`src/rtl/ahb_slave_arbiter_burst.sv`:
```
// Per-slave AHB arbiter: priority plus round-robin winner selection.
// Holds the grant across fixed bursts, wait states, BUSY beats and bounded INCR bursts.
module ahb_slave_arbiter_burst #(
  parameter int N_MASTER = 3,
  parameter int PRIO_W   = 2,
  parameter int MAX_INCR = 16,
  localparam int MW = (N_MASTER > 1) ? $clog2(N_MASTER) : 1,
  localparam int IW = $clog2(MAX_INCR) + 1
) (
  input  logic                       hclk,
  input  logic                       hreset,
  input  logic [N_MASTER-1:0]        hreq,
  input  logic [N_MASTER*PRIO_W-1:0] hprior,
  input  logic [1:0]                 htrans,
  input  logic [2:0]                 hburst,
  input  logic                       hwait,
  output logic [N_MASTER-1:0]        hgrant,
  output logic                       hsel,
  output logic [MW-1:0]              hmaster
);

  localparam logic [1:0] T_IDLE   = 2'b00;
  localparam logic [1:0] T_BUSY   = 2'b01;
  localparam logic [1:0] T_NONSEQ = 2'b10;
  localparam logic [1:0] T_SEQ    = 2'b11;

  typedef enum logic {
    S_IDLE,
    S_OWNED
  } state_t;

  state_t state_q, state_d;

  logic [N_MASTER-1:0] hgrant_d;
  logic                hsel_d;
  logic [MW-1:0]       hmaster_d;
  logic [3:0]          beat_q, beat_d;
  logic [IW-1:0]       incr_q, incr_d;
  logic [MW-1:0]       rr_q, rr_d;

  logic [MW-1:0]       win_idx;
  logic                win_vld;
  logic                is_incr;
  logic                is_fixed;
  logic [3:0]          fixed_len_m1;
  logic                owner_req;
  logic                rel;

  // Winner: highest priority, ties go to the first requester after rr_q.
  always_comb begin
    logic [PRIO_W-1:0] best;
    int j;
    win_idx = '0;
    win_vld = 1'b0;
    best    = '0;
    j       = 0;
    for (int k = 1; k <= N_MASTER; k++) begin
      j = (int'(rr_q) + k) % N_MASTER;
      if (hreq[j] &&
          (!win_vld || hprior[j*PRIO_W +: PRIO_W] > best)) begin
        win_vld = 1'b1;
        win_idx = MW'(j);
        best    = hprior[j*PRIO_W +: PRIO_W];
      end
    end
  end

  // Burst decode of the muxed payload.
  always_comb begin
    is_incr  = (hburst == 3'b001);
    is_fixed = (hburst[2:1] != 2'b00);
    unique case (hburst[2:1])
      2'b01:   fixed_len_m1 = 4'd3;
      2'b10:   fixed_len_m1 = 4'd7;
      2'b11:   fixed_len_m1 = 4'd15;
      default: fixed_len_m1 = 4'd0;
    endcase
    owner_req = hreq[hmaster];
  end

  // Next-state, counter update and grant decision.
  always_comb begin
    state_d   = state_q;
    hgrant_d  = hgrant;
    hmaster_d = hmaster;
    beat_d    = beat_q;
    incr_d    = incr_q;
    rr_d      = rr_q;
    rel       = 1'b0;
    unique case (state_q)
      S_IDLE: begin
        if (win_vld) begin
          state_d           = S_OWNED;
          hgrant_d          = '0;
          hgrant_d[win_idx] = 1'b1;
          hmaster_d         = win_idx;
          rr_d              = win_idx;
        end
      end
      S_OWNED: begin
        if (!hwait) begin
          unique case (htrans)
            T_NONSEQ: begin
              if (is_fixed) beat_d = fixed_len_m1;
              else if (!is_incr) beat_d = 4'd0;
              else incr_d = IW'(1);
            end
            T_SEQ: begin
              if (beat_q != 4'd0) beat_d = beat_q - 4'd1;
              if (is_incr && incr_q != IW'(MAX_INCR))
                incr_d = incr_q + IW'(1);
            end
            default: ;
          endcase
          rel = (htrans != T_BUSY) && (beat_d == 4'd0) &&
                ((htrans[1] && !is_incr) ||
                 (htrans == T_IDLE) ||
                 !owner_req ||
                 (is_incr && incr_d == IW'(MAX_INCR)));
        end
        if (rel) begin
          incr_d = '0;
          if (win_vld) begin
            hgrant_d          = '0;
            hgrant_d[win_idx] = 1'b1;
            hmaster_d         = win_idx;
            rr_d              = win_idx;
          end else begin
            state_d   = S_IDLE;
            hgrant_d  = '0;
            hmaster_d = '0;
          end
        end
      end
      default: state_d = S_IDLE;
    endcase
    hsel_d = |hgrant_d;
  end

  // State and registered outputs.
  always_ff @(posedge hclk) begin
    if (hreset) begin
      state_q <= S_IDLE;
      hgrant  <= '0;
      hsel    <= 1'b0;
      hmaster <= '0;
      beat_q  <= '0;
      incr_q  <= '0;
      rr_q    <= MW'(N_MASTER - 1);
    end else begin
      state_q <= state_d;
      hgrant  <= hgrant_d;
      hsel    <= hsel_d;
      hmaster <= hmaster_d;
      beat_q  <= beat_d;
      incr_q  <= incr_d;
      rr_q    <= rr_d;
    end
  end

endmodule

```
`config.mk`:
```
export PLATFORM = sky130hd
export DESIGN_NAME = ahb_slave_arbiter_burst
export DESIGN_NICKNAME = d
export VERILOG_FILES = /design/src/rtl/ahb_slave_arbiter_burst.sv
export SDC_FILE = /design/constraint.sdc
export NUM_CORES = 1
export LEC_CHECK = 0
export ABC_AREA = 0
export CAP_MARGIN = 20
export CORE_MARGIN = 1
export CORE_UTILIZATION = 35
export CTS_BUF_LIST = sky130_fd_sc_hd__clkbuf_8
export DETAILED_ROUTE_END_ITERATION = 6
export GPL_ROUTABILITY_DRIVEN = 1
export PLACE_DENSITY = 0.57
export SYNTH_ARGS = -nofsm -noshare
export SYNTH_HDL_FRONTEND = slang
export SYNTH_SLANG_ARGS = --single-unit
```
`constraint.sdc`:
```
create_clock -name hclk -period 7.6 [get_ports hclk]
set_input_delay 0.76 -clock hclk [delete_from_list [all_inputs] [get_ports hclk]]
set_output_delay 0.76 -clock hclk [all_outputs]
set_load 0.01 [all_outputs]
```
==> results of run 1 <==
## state kept, by name, indices dropped and copies added (netlist names)
signal and flops:
hsel 1, rr_q 2, incr_q 5, beat_q 4
hmaster 2, hgrant 3, state_q 1
## tightest hold or removal path, cell delays in order, from the launching register on
cell	delay (ns)
dfxtp_1	0.33
nand2_1	0.06
a21oi_1	0.05
## cell usage in the layout, fill, tap and decap left out, types with 8 or more instances in the layout
| cell | n |
|---|---|
| dfxtp_1 | 18 |
| clkdlybuf4s50_1 | 22 |
| ha_1 | 16 |
| o21ai_0 | 16 |
| nand2_1 | 23 |
| nor2_1 | 20 |
| inv_1 | 19 |
| a21oi_1 | 15 |
| nand3_1 | 11 |
| nor3_1 | 8 |
## cells by family after synthesis
group                    Yosys count  share of synthesized area
AO/OA/AOI/OAI                     73                      0.268
XOR/XNOR                           1                    0.00469
adder cells (fa/ha/maj)           17                      0.113
buffers and inverters             31                     0.0683
flip-flops                        18                      0.193
multiplexers                      13                     0.0737
AND/OR/NAND/NOR                   95                      0.280
## Yosys cell counts, types with 2 or more instances
library cell,n,area (um^2)
o21ai_0,16,80.1
mux2_2,6,67.6
a31oi_1,2,12.5
o21a_1,2,15.0
o211ai_1,3,22.5
nor2b_1,7,43.8
nand3b_1,3,22.5
nand3_1,11,55.1
nand2b_1,2,12.5
nor3_1,8,40.0
buf_2,3,15.0
nand2_1,23,86.3
nor3b_1,3,22.5
and4bb_2,2,25.0
clkbuf_1,5,18.8
a21oi_1,15,75.1
a21o_1,2,15.0
mux2i_1,7,70.1
a211oi_1,5,37.5
inv_1,19,71.3
a31o_2,2,17.5
o21ai_1,2,10.0
o311a_1,2,20.0
dfxtp_1,18,360
and3_1,3,18.8
or3_1,2,12.5
and2_1,2,12.5
ha_1,16,200
a32o_1,5,50.1
o22ai_1,2,12.5
buf_1,3,11.3
nor2_1,20,75.1
## layout make-up
cell class / count / area share
Tap cell: 70 / 0.0403
Inverter: 19 / 0.0328
Sequential cell: 18 / 0.166
Clock buffer: 4 / 0.0253
Timing Repair Buffer: 22 / 0.101
Multi-Input combinational cell: 199 / 0.635
## layer usage
metal,vias up,wire [um],track usage,share of wire
met5,-,0,0,0
li1,947,-,-,-
met3,2,115,0.0281,0.027
met1,809,2340,0.244,0.54
met2,24,1850,0.251,0.43
met4,0,6,0.0126,0.0014
## path summary, 6_finish.rpt
kind / endpoint / start / cells after the start
setup reg to reg: hgrant[0] / rr_q[0] / 22
hold / removal: incr_q[4] / incr_q[4] / 2
setup / recovery: hgrant[0] / rr_q[0] / 22
hold reg to reg: incr_q[4] / incr_q[4] / 2
## per-stage QoR
step,std cells,utilization,total power [W],area (um^2)
final,332,0.426,0.000776,2170
after global routing,332,0.426,0.000866,2170
after CTS,332,0.426,0.000779,2170
after detailed placement,328,0.415,0.000696,2120
after global placement,328,0.415,0.000694,2120
after floorplan,248,-,0.000572,1870
## power by group through the flow
| stage | logic (W) | clock network (W) | registers [W] |
|---|---|---|---|
| after floorplan | 0.000427 | 0 | 0.000145 |
| after global placement | 0.000548 | 0 | 0.000146 |
| after detailed placement | 0.000550 | 0 | 0.000145 |
| after CTS | 0.000554 | 0.0000814 | 0.000144 |
| after global routing | 0.000630 | 0.0000873 | 0.000148 |
| final | 0.000554 | 0.0000794 | 0.000144 |
==> out/results.txt, run 1 <==
Post-synthesis sequential area ratio = 0.193
First-pass GRT wire length = 7270 um
Crit-path leading delay family = compound AO/OA/AOI/OAI gates
Power Density = 357 nW/um^2
Hpwl dp = 3230 um
YS warnings = 0
CTS tree = done
R2R Setup Slk = 2.36 ns
Area growth from synthesis to layout = 16.4%
CTS root buffer = clkbuf_8
Post-cts resize count = 0
Share of layout cells above drive strength 1 = 0.0649
Crit Path Class = reg -> reg
Worst-Skew Late Latency = 0.25 ns
Static Leak = 0.851 nW
Clk pwr share = 0.102
Routed length per placed instance = 13.0 um
Top FF cell, synth = dfxtp_1
CP Max Fanout = 18
P_int = 0.000414 W
Net switching power = 0.000362 W
Number of global-route vias before repair = 1600
Worst VDD drop = 0.181 mV
Min Hold Slack = 0.484 ns
Synthesized area = 1870 um^2
Post-CTS setup repair buffer count = 0
Final-stage net count = 296
CP arrival = 5.44 ns
Cell Rows = 26
Tightest Pin Transition = 0.682 ns
Slowest-stage cell, CP = ha_1
Via count = 1782
Final number of setup-violating endpoints = 0
RSZ-0062 raised after global routing = false
Die width = 75.1 um
F_max = 191 MHz
Cts hold-fix bufs = 0
Syn_nets = 281
DR vias/cell = 5.37
Pre-Repair DR Iteration Count = 5
Die height = 75.1 um
Total wire length = 4320 um
Slew Limit Headroom = 0.545
Clk slew on worst S/H paths = 0.07 ns
#FFs+latches synth = 18
Sw frac = 0.467
Startpoint Class = flip-flop
Post-route minimum period = 5.24 ns
Async S/R FF share, synth = 0
ANT cells = 0
Bufs on Longest Clock Path = 2
Overflow after GRT = 0
Core area = 5110 um^2
# fillers = 520
Worst setup EP type = flip-flop
WP data required = 7.80 ns
Reg power frac = 0.185
H-tree Lvls = 1
Fin crit share = 0.690
Worst path max stage delay = 0.55 ns
HP Class = reg -> reg
Initial antenna violation count = 0
Gate Count Post-Synth = 248
Cts bufs inserted = 3
Avg Inst Size Synth = 7.53 um^2
Post-synth EDFFs = 0
Max-Cap Viols = 0
Initial Util = 0.366
Final worst slack = 2.36 ns
Post-route DRC = 0
Worst Skew = 0.00214 ns
I/O Buffers = 22
Synth cell types = 59
Initial DRC Count = 112
IO Pins = 23
Hold Vio Cnt, Final = 0
TritonCTS Sinks = 18
Setup TNS Final = 0 ns
Pre-CTS setup slack = 2.39 ns
DIE AREA = 5630 um^2
Gp weighted congestion = 0.790
Max Slew Vio Count = 0
Area of the multi-input gates = 1380 um^2
Combinational power share = 0.713
Critical Path, Cell by Cell = inv_1, ha_1, nor2b_1, mux2_2, o22ai_1, a22o_1, o211ai_1, ha_1, nor2b_1, a2bb2oi_1, inv_1, a21boi_0, nor2_1, a21oi_1, ha_1, nor2b_1, o21ai_0, o21ai_1, and4b_1, or3_1, o31ai_1, o311a_1
Post-route ant nets = 0
Status = completed
Worst path buffer plus inverter count = 2
Sequential Area = 360 um^2
Total GRT Usage = 0.163
Largest net degree at the start of global routing = 20
Power figures use the tool's default switching activity.
==> inputs of run 2 (changes only) <==
--- a/config.mk
+++ b/config.mk
@@ -12,7 +12,7 @@
 export CTS_BUF_LIST = sky130_fd_sc_hd__clkbuf_8
 export DETAILED_ROUTE_END_ITERATION = 6
 export GPL_ROUTABILITY_DRIVEN = 1
-export PLACE_DENSITY = 0.57
+export PLACE_DENSITY = 0.59
 export SYNTH_ARGS = -nofsm -noshare
 export SYNTH_HDL_FRONTEND = slang
 export SYNTH_SLANG_ARGS = --single-unit
==> constraint.sdc (replaced) <==
create_clock -name hclk -period 4.31 [get_ports hclk]
set_input_delay 0.431 -clock hclk [delete_from_list [all_inputs] [get_ports hclk]]
set_output_delay 0.431 -clock hclk [all_outputs]
set_load 0.01 [all_outputs]
==> run 2 against run 1 <==
Effect of this change: the flow now finishes with violations (setup timing); non-clock buffer count is 20 higher; largest power group unchanged; maximum frequency rose by 21%; global-route usage rose by 0.27 points; largest cell class unchanged; die area did not move; total power up 140%; cell count is 6.0% higher; sequential share of layout area fell by 1.7 points; via count is 7.7% higher; critical endpoint unchanged.
==> out/results.txt, run 2 (synthesis gave the netlist of run 1 again) <==
Worst path buffer plus inverter count = 4
Placed instance count = 340
CP Max Fanout = 5
Crit-path leading delay family = compound AO/OA/AOI/OAI gates
Crit Path Class = reg -> reg
R2R Setup Slk = -0.04 ns
Post-route DRC = 0
Top Registers = incr_q (5), beat_q (4), hgrant (3)
Routed length per placed instance = 13.0 um
Final-stage net count = 316
Area growth from synthesis to layout = 32.6%
Core area = 5110 um^2
Max reg flops = 5
Die width = 75.1 um
Initial antenna violation count = 0
Bufs on Longest Clock Path = 2
RSZ-0062 raised after global routing = true
Final instance area = 2480 um^2
Largest net degree at the start of global routing = 18
Overflow after GRT = 0
Worst r2r src = rr_q[1]
Hold Crit Start = beat_q[1]
Clk slew on worst S/H paths = 0.07 ns
Worst-Skew Late Latency = 0.25 ns
Final number of setup-violating endpoints = 2
First-pass GRT wire length = 7200 um
Critical Path, Cell by Cell = inv_4, buf_6, ha_4, nor2b_4, mux2_4, o22ai_2, a22o_1, nand2_1, a21oi_1, ha_1, a2bb2oi_2, inv_1, a21boi_2, buf_4, a211oi_2, a31o_2, ha_4, nand2_1, o21ai_1, o21ai_2, and4b_1, or3_4, o31ai_2, o311a_1
Pre-Repair DR Iteration Count = 4
Gp weighted congestion = 0.865
DIE AREA = 5630 um^2
Cell Rows = 26
Total GRT Usage = 0.165
Max Slew Vio Count = 0
Startpoint Class = flip-flop
Cts hold-fix bufs = 0
Final worst slack = -0.0403 ns
Worst path max stage delay = 0.41 ns
ANT cells = 0
Worst VDD drop = 0.344 mV
WP data required = 4.51 ns
Commonest non-fill, non-tap cell in the layout = nand2_1
Power Density = 744 nW/um^2
CP arrival = 4.55 ns
Die height = 75.1 um
Failing checks = setup timing
Reg with most FFs = incr_q
Max-Cap Viols = 0
Cts bufs inserted = 3
H-tree Lvls = 1
Share of layout cells above drive strength 1 = 0.209
Most frequent cells in the layout = nand2_1 (23), clkdlybuf4s50_1 (22), nor2_1 (20)
Slowest-stage cell, CP = dfxtp_4
R2R cell count = 24
DR vias/cell = 5.45
F_max = 230 MHz
Tightest Pin Transition = 0.620 ns
Post-route ant nets = 0
Initial DRC Count = 122
Static Leak = 0.969 nW
Status = finished, violations left
Final std cells w/o fill = 352
Initial Util = 0.366
Worst setup EP type = flip-flop
Hpwl dp = 3400 um
Total wire length = 4570 um
Number of global-route vias before repair = 1593
TritonCTS Sinks = 18
CTS tree = done
Worst Hold Path EP = beat_q[1]
HP Class = reg -> reg
CTS root buffer = clkbuf_8
Setup TNS Final = -0.0559 ns
Hold Vio Cnt, Final = 0
Slew Limit Headroom = 0.585
Worst Skew = 0.00295 ns
Placed Area = 2220 um^2
IO Pins = 23
Hold Path Stages = 2
I/O Buffers = 22
Total Power = 0.00184 W
Via count = 1919
Fin crit share = 1.01
Worst r2r dst = hgrant[0]
Post-route minimum period = 4.35 ns
Post-Route Utilization = 0.485
[run 2: report_power, final]
part           switching (W)  internal [W]  leakage (nW)
Combinational       0.000690      0.000749         0.792
Clock              0.0000564     0.0000811        0.0288
Sequential         0.0000520      0.000213         0.148
[run 2: what timing repair did]
action / CTS / global route
gates resized for setup: 4 / 28
setup endpoints to repair: 4 / 7
pin swaps: 4 / 11
setup buffers: 3 / 5
[run 2: worst register-to-register path: cells and delay by family, from the launching register on]
kind | cells | cell delay, ns
compound gates | 11 | 1.70
flops | 1 | 0.41
mux | 1 | 0.29
buf+inv | 4 | 0.40
fa+ha+maj | 3 | 0.68
simple gates | 5 | 0.84
[run 2: worst max-delay path by stage]
| stage | cells after the start | end | start |
|---|---|---|---|
| after floorplan | 23 | hgrant[0] | rr_q[0] |
| after global placement | 22 | hgrant[0] | rr_q[0] |
| after detailed placement | 22 | hgrant[0] | rr_q[0] |
| after CTS | 22 | hgrant[0] | rr_q[0] |
| after global routing | 24 | hgrant[0] | rr_q[1] |
| final | 24 | hgrant[0] | rr_q[1] |
[run 2: through the flow]
step,worst slack [ns],hold slack (ns)
5_1_grt,-0.244,0.526
3_3_place_gp,-0.00948,0.486
6_report,-0.0403,0.499
3_5_place_dp,-0.124,0.489
4_1_cts,0.0128,0.498
2_1_floorplan,0.00611,0.448
[run 2: per-layer routing]
metal | routed length, um | part of all wire | track usage
met5 | 0 | 0 | 0
met4 | 38 | 0.0083 | 0.0335
met3 | 163 | 0.036 | 0.0295
met2 | 2080 | 0.45 | 0.253
met1 | 2290 | 0.50 | 0.241
[run 2: cell type report]
cell class / instances / area [um^2]
fillers: 505 / 2630
multi-input cells: 199 / 1510
repair buffers: 42 / 374
flip-flops and latches: 18 / 368
well taps: 70 / 87.6
inverters: 19 / 78.8
clock buffers: 4 / 55.1
